--- config.mk ---
export PLATFORM = sky130hd
export DESIGN_NAME = return_addr_stack
export DESIGN_NICKNAME = d
export VERILOG_FILES = /design/src/rtl/return_addr_stack.sv
export SDC_FILE = /design/constraint.sdc
export NUM_CORES = 1
export LEC_CHECK = 0
export ABC_AREA = 1
export CAP_MARGIN = 25
export CORE_ASPECT_RATIO = 0.75
export CORE_MARGIN = 2
export CORE_UTILIZATION = 55
export CTS_CLUSTER_SIZE = 20
export DETAILED_ROUTE_END_ITERATION = 8
export GPL_ROUTABILITY_DRIVEN = 0
export MAX_ROUTING_LAYER = met4
export PLACE_DENSITY_LB_ADDON = 0.05
export SYNTH_ARGS = -nofsm -noshare
export SYNTH_HDL_FRONTEND = slang
export SYNTH_SLANG_ARGS = --single-unit
--- constraint.sdc ---
create_clock -name clk -period 2.34 [get_ports clk]
set_input_delay 0.351 -clock clk [delete_from_list [all_inputs] [get_ports clk]]
set_output_delay 0.351 -clock clk [all_outputs]
set_load 0.03 [all_outputs]
--- src/rtl/return_addr_stack.sv ---
// rtl/return_addr_stack.sv - circular return address stack for call/return target prediction
// Optional macro RAS_CHECKPOINT_EN: restore tos/count/top entry from a checkpoint on recovery.
module return_addr_stack #(
   parameter int SIZE_PC   = 32,
   parameter int DEPTH     = 16,
   parameter int DEPTH_LOG = 4
) (
   input  logic                 clk,
   input  logic                 reset,
   input  logic                 stall_i,
   input  logic                 pushFlag_i,
   input  logic [SIZE_PC-1:0]   callPC_i,
   input  logic                 popFlag_i,
   input  logic                 recoverFlag_i,
`ifdef RAS_CHECKPOINT_EN
   input  logic [DEPTH_LOG-1:0] cpTos_i,
   input  logic [DEPTH_LOG:0]   cpCount_i,
   input  logic [SIZE_PC-1:0]   cpTopAddr_i,
`endif
   output logic [SIZE_PC-1:0]   addrRAS_CP_o,
   output logic [DEPTH_LOG-1:0] tos_o,
   output logic [DEPTH_LOG:0]   count_o,
   output logic                 rasEmpty_o,
   output logic                 rasFull_o
);

   localparam logic [DEPTH_LOG:0] COUNT_FULL = (DEPTH_LOG+1)'(DEPTH);

   logic [SIZE_PC-1:0]   entry [DEPTH];
   logic [DEPTH_LOG-1:0] tos;
   logic [DEPTH_LOG:0]   count;

   logic [DEPTH_LOG-1:0] tos_nxt;
   logic [DEPTH_LOG:0]   count_nxt;
   logic                 wr_en;
   logic [DEPTH_LOG-1:0] wr_idx;
   logic [SIZE_PC-1:0]   wr_data;
   logic [SIZE_PC-1:0]   ret_addr;
   logic                 full;
   logic                 empty;

   // Return target is the instruction after the call plus its delay slot.
   assign ret_addr = callPC_i + SIZE_PC'(8);
   assign full     = (count == COUNT_FULL);
   assign empty    = (count == '0);

   always_comb begin
      tos_nxt   = tos;
      count_nxt = count;
      wr_en     = 1'b0;
      wr_idx    = tos;
      wr_data   = ret_addr;
      if (recoverFlag_i) begin
`ifdef RAS_CHECKPOINT_EN
         tos_nxt   = cpTos_i;
         count_nxt = cpCount_i;
         wr_en     = 1'b1;
         wr_idx    = cpTos_i;
         wr_data   = cpTopAddr_i;
`else
         tos_nxt   = '0;
         count_nxt = '0;
`endif
      end else if (!stall_i) begin
         if (pushFlag_i && popFlag_i) begin
            wr_en = 1'b1;
         end else if (pushFlag_i) begin
            // When full the new entry lands on the oldest slot; count saturates.
            tos_nxt = tos + DEPTH_LOG'(1);
            wr_en   = 1'b1;
            wr_idx  = tos + DEPTH_LOG'(1);
            if (!full) begin
               count_nxt = count + (DEPTH_LOG+1)'(1);
            end
         end else if (popFlag_i && !empty) begin
            tos_nxt   = tos - DEPTH_LOG'(1);
            count_nxt = count - (DEPTH_LOG+1)'(1);
         end
      end
   end

   always_ff @(posedge clk or negedge reset) begin
      if (!reset) begin
         tos   <= '0;
         count <= '0;
      end else begin
         tos   <= tos_nxt;
         count <= count_nxt;
      end
   end

   always_ff @(posedge clk or negedge reset) begin
      if (!reset) begin
         for (int i = 0; i < DEPTH; i++) begin
            entry[i] <= '0;
         end
      end else if (wr_en) begin
         entry[wr_idx] <= wr_data;
      end
   end

   assign addrRAS_CP_o = entry[tos];
   assign tos_o        = tos;
   assign count_o      = count;
   assign rasEmpty_o   = empty;
   assign rasFull_o    = full;

endmodule

==> results.sh <==
export IMPL_seq_area_um2=13000
export IMPL_drt_wl_total_um=105000
export IMPL_cp_max_fo=7
export IMPL_grt_pass1_vias=25400
export IMPL_failed_checks="setup timing"
export IMPL_worstPathCellList="buf_12, clkinv_16, buf_16, buf_4, o21ai_0, o21ai_1, o21ai_2, o21ai_4, buf_12"
export IMPL_wl_per_cell_um=23.4
export IMPL_drv_slew=0
export IMPL_reg2reg_from="tos_o[0]$_DFFE_PN0P_"
export IMPL_io_pins=81
export IMPL_track_usage=0.411
export IMPL_hold_violations=0
export IMPL_netlist_top_cell_by_area="dfrtp_1"
export IMPL_skew_ns=0.0145
export IMPL_yosysMostFrequentCell="nand2_1"
export IMPL_synth_ff_latch_count=521
export IMPL_reg2reg_to="entry[138]$_DFFE_PN0P_"
export IMPL_holdWs_ns=0.255
export IMPL_synth_area_um2=25700
export IMPL_path_common_cell="buf_12"
export IMPL_dieArea_um2=48400
export IMPL_num_rows=68
export IMPL_cts_root_buf="clkbuf_16"
export IMPL_dp_cells=4267
export IMPL_drt_first_pass_iters=7
export IMPL_crit_slowest_cell="dfrtp_4"
export IMPL_endpoint="addrRAS_CP_o[11]"
export IMPL_crit_required_ns=1.99
export IMPL_drc=0
export IMPL_rsz0062_at_grt="yes"
export IMPL_syn_inst=3603
export IMPL_layout_area_overhead_vs_synth_pct=35.9
export IMPL_setup_tns_ns=-112.31
export IMPL_grt_pass1_wl_um=147000
export IMPL_synth_edff_count=0
export IMPL_fin_crit_ns=2.88
export IMPL_reg2reg_depth=14
export IMPL_cp_start_kind="register"
export IMPL_yosys_cell_types_count=27
export IMPL_synthFlopType="dfrtp_1"
export IMPL_ir_drop_mv=0.967
export IMPL_via_count=27000
export IMPL_synth_common_cells="nand2_1, dfrtp_1, nor2_1, o21ai_0, clkbuf_1"
export IMPL_syn_nets=3648
export IMPL_status="complete, but fails checks"
export IMPL_ctsLongestPathBuffers=3
export IMPL_design_area_um2=34900
export IMPL_first_iter_violations=3923
export IMPL_diodes=0
export IMPL_multiInputGateArea_um2=13000
export IMPL_yosysSeqAreaShare=0.508
export IMPL_io_buffers=80
export IMPL_cp_startpoint="tos_o[0]$_DFFE_PN0P_"
export IMPL_cts_sinks=521
export IMPL_die_w_um=253
export IMPL_htreeDepth=2
export IMPL_async_flop_share=1.00
export IMPL_chipHeight_um=191
export IMPL_worst_ep_arrival_time_ns=2.53
export IMPL_maxCapViolCount=0
export IMPL_nFillCells=3230
export IMPL_start_util=0.557
export IMPL_final_cells=4466
export IMPL_worstMarginPinSlew_ns=0.749
export IMPL_ant_nets=0
export IMPL_clkLatencyLatePin_ns=0.63
export IMPL_dpl_cell_area_um2=29200
export IMPL_core_um2=46000
export IMPL_relSlewSlack=0.501
export IMPL_crit_path_end_kind="primary output"
export IMPL_r2r_setup_slack_ns=-0.36
export IMPL_hold_class="in2async"
export IMPL_yosysTopAreaCellShare=0.508
export IMPL_avgSynthCellArea_um2=7.12
export IMPL_cellPowerDensity_nw_per_um2=1100
export IMPL_period_share=1.23
export IMPL_layout_drive_gt1_share=0.208
export IMPL_p_leak_nw=17.9
export IMPL_fmax_mhz=347
export IMPL_worstSetupPathType="reg2out"
export IMPL_grt_antenna_before_repair=0
export IMPL_critPathMaxStageDelay_ns=0.51
export IMPL_dp_slack_ns=-0.154
export IMPL_synthTopCellsByArea="dfrtp_1, nand2_1, o21ai_0"
export IMPL_finalNetCount=3839
export IMPL_tritoncts="done"
export IMPL_grt_max_degree=76
export IMPL_setup_slack_ns=-0.542
export IMPL_post_dp_hpwl_um=55300
export IMPL_cts_made_buffers=52
export IMPL_grt_ovfl_total=0
export IMPL_final_setup_viol_count=546
export IMPL_yosys_warnings=0
export IMPL_vias_per_cell=6.04
export IMPL_clk_pin_slew_ns=0.06
-- through the flow --
step | power, W | utilization
after floorplan | 0.0195 | -
after global placement | 0.0243 | 0.635
after detailed placement | 0.0246 | 0.635
after CTS | 0.0363 | 0.712
after global routing | 0.0398 | 0.758
final | 0.0382 | 0.758
-- cells in the final DEF (no fill, tap or decap), types with 23 or more instances in the layout --
cell             netlist  layout
buf_12                 0     124
buf_16                 0      23
buf_4                  1     104
buf_6                  0      28
clkbuf_16              0      85
clkdlybuf4s50_1        0      44
dfrtp_1              521     517
inv_1                 28      24
nand2_1             1811    1668
nand2_2                0     103
nand2_4                0      39
nor2_1               454     354
nor2_2                 5      70
nor2_4                 1      36
o21ai_0              416     155
o21ai_1                0     176
o21ai_2                0      72
-- kinds of logic after synthesis --
family          Yosys count  share of synthesized area
simple gates           2324                      0.345
xor+xnor                 17                    0.00639
fa+ha+maj                 7                    0.00371
compound gates          460                     0.0919
flops                   521                      0.508
buf+inv                 274                     0.0450
-- how the worst min path moves through the flow --
stage	from	slack, ns	cells past startpoint	to
after floorplan	reset	0.06	0	count_o[0]$_DFFE_PN0P_
after global placement	reset	0.32	1	entry[47]$_DFFE_PN0P_
after detailed placement	reset	0.33	1	entry[47]$_DFFE_PN0P_
after CTS	reset	0.30	2	entry[47]$_DFFE_PN0P_
after global routing	reset	0.32	2	entry[49]$_DFFE_PN0P_
final	reset	0.26	2	entry[49]$_DFFE_PN0P_
-- power breakdown --
group | internal [W] | total [W] | switching [W]
combinational | 0.00657 | 0.0156 | 0.00901
sequential | 0.0114 | 0.0129 | 0.00157
clock | 0.00581 | 0.00970 | 0.00389
total | 0.0238 | 0.0382 | 0.0145
-- critical path: cells and delay by family (launching register included) --
kind | cells | cell delay [ns]
AO/OA/AOI/OAI | 4 | 0.65
buffers and inverters | 5 | 0.73
flip-flops | 1 | 0.51
-- layout make-up --
class,instances,share of cell area
timing repair buffer,378,0.167
inverter,31,0.00452
timing repair inverter,2,0.00144
multi-input combinational,2808,0.374
tap,630,0.0226
clock inverter,25,0.0123
sequential,521,0.374
clock buffer,71,0.0440
-- routing by layer --
layer,GRT usage,up-vias,share of wire
met3,0.0953,507,0.15
met1,0.559,12700,0.37
met2,0.598,2109,0.42
met5,-,-,0
li1,-,11700,-
met4,0.158,0,0.059
-- repair_timing --
action,4_1_cts,5_1_grt
hold buffers,1,0
pin swaps,58,161
endpoints found under the setup margin,35,546
setup buffers,24,28
gates resized for setup,314,438
cloned,24,32
hold endpoints to repair,42,0
-- flip-flops by register name, indices dropped and copies added, names as in the netlist --
signal   count
count_o      5
tos_o        4
entry      512
Note: power is estimated with default switching activity, not from simulation.
